**config.mk**
```make
export PLATFORM = sky130hd
export DESIGN_NAME = mem_access_stage
export DESIGN_NICKNAME = d
export VERILOG_FILES = /design/src/rtl/mem_pkg.sv /design/src/rtl/mem_wb_reg.sv /design/src/rtl/mem_access_stage.sv
export SDC_FILE = /design/constraint.sdc
export NUM_CORES = 1
export LEC_CHECK = 0
export CELL_PAD_IN_SITES_DETAIL_PLACEMENT = 1
export CELL_PAD_IN_SITES_GLOBAL_PLACEMENT = 1
export CORE_ASPECT_RATIO = 1.25
export CORE_MARGIN = 2
export CORE_UTILIZATION = 25
export DETAILED_ROUTE_END_ITERATION = 7
export GPL_TIMING_DRIVEN = 0
export PLACE_DENSITY_LB_ADDON = 0.1
export SYNTH_ARGS = -nofsm -noshare
export SYNTH_HDL_FRONTEND = slang
export SYNTH_SLANG_ARGS = --single-unit
```
**constraint.sdc**
```tcl
create_clock -name clock -period 2.55 [get_ports clock]
set_clock_uncertainty 0.2 [all_clocks]
set_input_delay 0.3825 -clock clock [delete_from_list [all_inputs] [get_ports clock]]
set_output_delay 0.3825 -clock clock [all_outputs]
set_load 0.03 [all_outputs]
```
**src/rtl/mem_pkg.sv**
```systemverilog
// Shared types for the MEM stage: FSM states, writeback-select codes and the MEM/WB record.
// Also holds the default bus-timeout budget used when MEM_TIMEOUT_EN is defined.
package mem_pkg;

    typedef enum logic [1:0] {
        ST_IDLE = 2'd0,
        ST_WAIT = 2'd1,
        ST_HOLD = 2'd2
    } mem_state_e;

    typedef enum logic [1:0] {
        WSEL_ALU  = 2'd0,
        WSEL_LOAD = 2'd1,
        WSEL_LINK = 2'd2,
        WSEL_ZERO = 2'd3
    } wsel_e;

    localparam int unsigned TIMEOUT_CYCLES_DEF = 64;

    typedef struct packed {
        logic        halt;
        logic        write_reg;
        logic        wb;
        logic [4:0]  rd;
        logic [31:0] data;
    } wb_t;

endpackage

```
**src/rtl/mem_wb_reg.sv**
```systemverilog
// MEM/WB pipeline register: captures the completed instruction or inserts a bubble.
// Latency: 1 cycle. Backpressure: none; a non-load cycle clears control and keeps data/rd.
import mem_pkg::*;

module mem_wb_reg (
    input  logic clk_i,
    input  logic rst_ni,
    input  logic load_i,
    input  wb_t  wb_i,
    output wb_t  wb_o
);

    wb_t wb_q;
    wb_t wb_d;

    always_comb begin
        wb_d = wb_q;
        if (load_i) begin
            wb_d = wb_i;
        end else begin
            wb_d.halt      = 1'b0;
            wb_d.write_reg = 1'b0;
            wb_d.wb        = 1'b0;
        end
    end

    always_ff @(posedge clk_i or negedge rst_ni) begin
        if (!rst_ni) begin
            wb_q <= '0;
        end else begin
            wb_q <= wb_d;
        end
    end

    assign wb_o = wb_q;

endmodule

```
**src/rtl/mem_access_stage.sv**
```systemverilog
// MEM stage: drives the data-memory req/ready bus and feeds the MEM/WB register.
// Latency: 1 cycle zero-wait, N+1 with N wait states. Backpressure: mem_stall freezes upstream.
// Optional bus-timeout watchdog with sticky bus_err when MEM_TIMEOUT_EN is defined.
module mem_access_stage
    import mem_pkg::*;
#(
    parameter int unsigned TIMEOUT_CYCLES = TIMEOUT_CYCLES_DEF
) (
    input  logic        clock,
    input  logic        reset,
    input  logic        ext_stall,
    input  logic        M_Halt,
    input  logic        M_WriteReg,
    input  logic        M_WB,
    input  logic        M_ReadMem,
    input  logic        M_WriteMem,
    input  logic        M_JALC,
    input  logic [31:0] M_Num,
    input  logic [31:0] M_RegData_2,
    input  logic [4:0]  M_REG,
    input  logic [31:0] M_PCREG,
    output logic        dmem_req,
    output logic        dmem_we,
    output logic [31:0] dmem_addr,
    output logic [31:0] dmem_wdata,
    input  logic        dmem_ready,
    input  logic [31:0] dmem_rdata,
    output logic        mem_stall,
    output logic        W_Halt,
    output logic        W_WriteReg,
    output logic        W_WB,
    output logic [31:0] W_Data,
    output logic [4:0]  W_REG,
    output logic        bus_err
);

    mem_state_e state_q;
    logic       memop;
    logic       timeout;
    logic       acc_done;
    logic       complete;
    wsel_e      wsel;
    wb_t        wb_in;
    wb_t        wb_out;

    assign memop    = M_ReadMem | M_WriteMem;
    assign acc_done = dmem_ready | timeout;
    assign complete = ((state_q == ST_IDLE) & (~memop | dmem_ready))
                    | ((state_q == ST_WAIT) & acc_done);

    // Gated by reset so an abandoned access drops its request immediately.
    assign dmem_req   = reset & (((state_q == ST_IDLE) & memop) | (state_q == ST_WAIT));
    assign dmem_we    = dmem_req & M_WriteMem & ~M_ReadMem;
    assign dmem_addr  = M_Num;
    assign dmem_wdata = M_RegData_2;
    assign mem_stall  = dmem_req & ~acc_done;

    always_ff @(posedge clock or negedge reset) begin
        if (!reset) begin
            state_q <= ST_IDLE;
        end else begin
            case (state_q)
                ST_IDLE: begin
                    if (memop & ~dmem_ready) begin
                        state_q <= ST_WAIT;
                    end else if (ext_stall) begin
                        state_q <= ST_HOLD;
                    end
                end
                ST_WAIT: begin
                    if (acc_done) begin
                        state_q <= ext_stall ? ST_HOLD : ST_IDLE;
                    end
                end
                ST_HOLD: begin
                    if (!ext_stall) begin
                        state_q <= ST_IDLE;
                    end
                end
                default: state_q <= ST_IDLE;
            endcase
        end
    end

`ifdef MEM_TIMEOUT_EN
    localparam int unsigned CNT_W = $clog2(TIMEOUT_CYCLES + 1);

    logic [CNT_W-1:0] tmo_cnt_q;
    logic             bus_err_q;

    assign timeout = (state_q == ST_WAIT) & ~dmem_ready
                   & (tmo_cnt_q == CNT_W'(TIMEOUT_CYCLES - 1));
    assign bus_err = bus_err_q;

    // WAIT is only entered from IDLE, so clearing in IDLE resets the count on entry.
    always_ff @(posedge clock or negedge reset) begin
        if (!reset) begin
            tmo_cnt_q <= '0;
            bus_err_q <= 1'b0;
        end else begin
            if (state_q == ST_IDLE) begin
                tmo_cnt_q <= '0;
            end else if (state_q == ST_WAIT) begin
                tmo_cnt_q <= tmo_cnt_q + 1'b1;
            end
            if (timeout) begin
                bus_err_q <= 1'b1;
            end
        end
    end
`else
    logic unused_timeout_cfg;

    assign unused_timeout_cfg = ^TIMEOUT_CYCLES;
    assign timeout            = 1'b0;
    assign bus_err            = 1'b0;
`endif

    always_comb begin
        wsel = WSEL_ALU;
        if (M_ReadMem) begin
            wsel = dmem_ready ? WSEL_LOAD : WSEL_ZERO;
        end else if (M_JALC) begin
            wsel = WSEL_LINK;
        end
    end

    always_comb begin
        wb_in           = '0;
        wb_in.halt      = M_Halt;
        wb_in.write_reg = M_WriteReg;
        wb_in.wb        = M_WB;
        wb_in.rd        = M_REG;
        case (wsel)
            WSEL_LOAD: wb_in.data = dmem_rdata;
            WSEL_LINK: wb_in.data = M_PCREG;
            WSEL_ZERO: wb_in.data = 32'h0;
            default:   wb_in.data = M_Num;
        endcase
    end

    mem_wb_reg u_mem_wb_reg (
        .clk_i  (clock),
        .rst_ni (reset),
        .load_i (complete),
        .wb_i   (wb_in),
        .wb_o   (wb_out)
    );

    assign W_Halt     = wb_out.halt;
    assign W_WriteReg = wb_out.write_reg;
    assign W_WB       = wb_out.wb;
    assign W_Data     = wb_out.data;
    assign W_REG      = wb_out.rd;

endmodule

```
==> metrics.log <==
INFO  metric synthesis.area_per_instance = approximately 12 µm²
INFO  metric tritoncts = yes
INFO  metric unrepaired_setup_endpoints_after_global_routing = false
INFO  metric postRouteAntennaNets = 0
INFO  metric initial_core_utilization = between 20% and 30%
INFO  metric timing.max_slew.rel_slack = about two fifths
INFO  metric power.sequential.fraction = between 20% and 30%
INFO  metric worst-setup-path-type = in -> out
INFO  metric worst_slew_pin_slew = between 900 and 1000 ps
INFO  metric place.port_buffers = 215
INFO  metric cpPeakStageDelay = approximately 680 ps
INFO  metric postRouteWirelength = 9640 µm
INFO  metric place_congestion = roughly 0.72
INFO  metric layout-drive-gt1-share = between 20% and 30%
INFO  metric cts_inserted_buffers = 5
INFO  metric switching_share = between 30% and 40%
INFO  metric net-switching-power = approximately 960 µW
INFO  metric static_leakage = ~0.0025 µW
INFO  metric timing.critical_path.max_delay_family = buffers and inverters
INFO  metric crit_chain = clkdlybuf4s50_1, nor3_4, nor2_1, clkdlybuf4s50_1
INFO  metric io_pins = between 200 and 300
INFO  metric groute.usage.overall = between 10 and 15%
INFO  metric share_clk_of_total_power = between 20% and 30%
INFO  metric syn_to_final_growth = 88.0%
INFO  metric post_cts_buffers = 0
INFO  metric final_period_minus_worst_setup_slack = between 2000 and 2500 ps
INFO  metric design.die.area = 12800 µm²
INFO  metric crit_path_frequent_cell = clkdlybuf4s50_1
INFO  metric crit_required = between 1500 and 2000 ps
INFO  metric hold_violations = 0
INFO  metric grt_pass1_vias = 2949
INFO  metric rr_worst_depth = 4
INFO  metric detail_route.iter0.violations = 20
INFO  metric synth_seq_cells = 42
INFO  metric sequential_element_share_of_the_synthesized_area = a little over a third
INFO  metric cts.reportedPaths.clkPinSlew = 60 ps
INFO  metric final_net_count = 609
INFO  metric finished_cell_area = between 5000 and 6000 µm²
INFO  metric global_route.overflow_total = 0
INFO  metric intPower = between 2000 and 2500 µW
INFO  metric critical_path.startpoint_type = input pin
INFO  metric fp.dieW = 101 µm
INFO  metric end_kind = output pin
INFO  metric synthCells = 240
INFO  metric sequential_cell_area = between 1000 and 1500 µm²
INFO  metric clockBufferDepth = 2
INFO  metric remaining_drc_errors = 0
INFO  metric placeableCoreArea = 11600 µm²
INFO  metric worstPathMaxFanout = 4
INFO  metric combPwrFrac = between 40 and 50%
INFO  metric cts_htree_levels = 2
INFO  metric worstSkewPairLatency = roughly 280 ps
INFO  metric slowest_stage = clkdlybuf4s50_1
INFO  metric finalCritPeriodShare = 93.1%
INFO  metric grt_max_degree = 24
INFO  metric vdd_ir_drop_max = 326 µV
INFO  metric detailroute.via_count = 2628
INFO  metric final.fill_count = roughly 1300
INFO  metric area_taken_by_multi_input_logic_gates = 1270 µm²
INFO  metric min_delay_path_depth = 3
INFO  metric tritoncts_num_sinks = between 40 and 50
INFO  metric post-dp-hpwl = 7850 µm
INFO  metric timing.final.setup_violations = 0
INFO  metric cell_area_power_density = between 500 and 600 nW/µm²
INFO  metric initial_drt_pass_iterations = 4
INFO  metric path_category_of_the_worst_min_delay_check = in -> reg
INFO  metric cts-root-buf = clkbuf_16
INFO  metric post_dp_cell_area = 5340 µm²
INFO  metric antenna_found_initial = 1
INFO  metric clock.fmax = approximately 420 MHz
INFO  metric final_max_slew_viols = 0
INFO  metric status = finished, final reports clean
INFO  metric routed_via_density = 4.18
INFO  metric routedWlPerCell = about 15 µm
INFO  metric timing.critical_path.depth = 4
INFO  metric count_of_different_cell_masters_after_synthesis = 19
INFO  metric die_y = ~130 µm
INFO  metric grt_first_pass_wirelength = ~15000 µm
INFO  metric critical_path_buf_inv_count = 2
INFO  metric synth_fp_nets = between 300 and 400
INFO  metric mappedNetlistArea = a little under 3000 µm²
INFO  metric synth_warnings = 0
INFO  metric detailedPlace.worstSlack = -189 ps
INFO  metric cp.arrival = roughly 1800 ps
INFO  metric std_cell_rows = 44
INFO  metric cap_viol_max_count = 0
INFO  metric finalWorstSetupSlack = ~180 ps
==> cell usage after synthesis <==
master	n	share of area, %
mux2i_1	32	11
nor3_1	2	0.34
buf_2	5	0.84
nand2b_1	2	0.42
buf_6	4	1.5
a21boi_1	1	0.25
clkbuf_1	3	0.38
buf_12	4	2.7
o2bb2ai_1	32	9.4
mux2_4	37	19
nor3b_1	1	0.25
buf_4	65	16
and2_1	4	0.84
nor3_4	1	0.55
dfrtp_1	42	35
nor2_1	2	0.25
conb_1	1	0.13
o21bai_1	1	0.25
o21ba_4	1	0.55
==> registers in the layout, summed over array words and instances, names as in the netlist <==
register and cells:
state_q 2, u_mem_wb_reg.wb_o 40
==> through the flow <==
stage | setup TNS (ps) | hold slack [ps] | util (%) | cells | total power, µW
5_1_grt | 0 | 308 | 48.1 | 629 | 3220
3_5_place_dp | -367 | 184 | 46.0 | 617 | 2250
4_1_cts | 0 | 251 | 48.0 | 628 | 3130
2_1_floorplan | 0 | -113 | - | 240 | 1630
6_report | 0 | 245 | 48.1 | 629 | 3080
3_3_place_gp | -20650 | 292 | 45.8 | 616 | 2230
==> metal layers <==
metal	up-vias	track usage (%)	wire (µm)
met5	-	0	0
met1	1235	17.1	3700
met4	0	4.37	158
met3	10	4.11	852
met2	142	26.9	4930
li1	1241	-	-
==> logic make-up after synthesis <==
logic type             Yosys count  synth area share [%]
multiplexers                    69                  29.5
flip-flops                      42                  35.4
AND/OR/NAND/NOR                 12                  2.65
buffers and inverters           81                  21.9
AO/OA/AOI/OAI                   35                  10.5
other                            1                 0.126
==> final cells by class <==
cell class,count,share of cell area [%]
repair buffers,219,39.6
clock inverters,2,1.08
plain buffers,81,11.6
multi-input cells,117,22.7
clock buffers,6,2.49
well taps,161,3.61
flip-flops and latches,42,18.8
diodes,1,0.0448
==> placed cells by master (no fill, tap or decap) <==
cell / netlist / final
and2_1: 4 / 4
mux2_4: 37 / 37
clkbuf_1: 3 / 3
nor2_1: 2 / 2
a21boi_1: 1 / 1
o2bb2ai_1: 32 / 32
clkbuf_8: 0 / 1
dfrtp_1: 42 / 42
o21bai_1: 1 / 1
dlymetal6s2s_1: 0 / 1
clkdlybuf4s50_1: 0 / 212
nand2b_1: 2 / 2
dlygate4sd2_1: 0 / 1
buf_6: 4 / 4
clkbuf_16: 0 / 5
nor3b_1: 1 / 1
o21ba_4: 1 / 1
nor3_1: 2 / 2
buf_4: 65 / 66
bufinv_16: 0 / 2
dlygate4sd3_1: 0 / 2
buf_2: 5 / 5
buf_12: 4 / 6
conb_1: 1 / 1
diode_2: 0 / 1
mux2i_1: 32 / 32
nor3_4: 1 / 1
==> worst paths after layout <==
kind,startpoint,slack [ps],endpoint
max in group asynchronous,reset,1000,u_mem_wb_reg.wb_o[3]
min in group asynchronous,reset,530,u_mem_wb_reg.wb_o[33]
min,M_ReadMem,240,state_q[0]
max,M_WriteMem,180,dmem_req
max reg2reg,state_q[0],860,u_mem_wb_reg.wb_o[36]
min reg2reg,u_mem_wb_reg.wb_o[4],310,u_mem_wb_reg.wb_o[4]
==> worst register-to-register path: stages (launching register included) <==
cell     delay (ps)
dfrtp_1         400
nor3_4          230
o21ba_4         260
buf_12          170
mux2_4          310
==> repair_timing <==
action                                  CTS  global route
pin swaps                                 0             0
endpoints found under the setup margin    3             1
resized for setup                         2             1
endpoints found under the hold margin    19             0
hold buffers                              3             0
==> power by group through the flow <==
stage          Sequential (µW)  Combinational, µW  Clock [µW]
6_report                   852               1380         848
5_1_grt                    869               1450         901
4_1_cts                    853               1400         880
3_5_place_dp               861               1390           0
3_3_place_gp               857               1370           0
2_1_floorplan             1090                542           0
(Power assumes the default switching activity.)
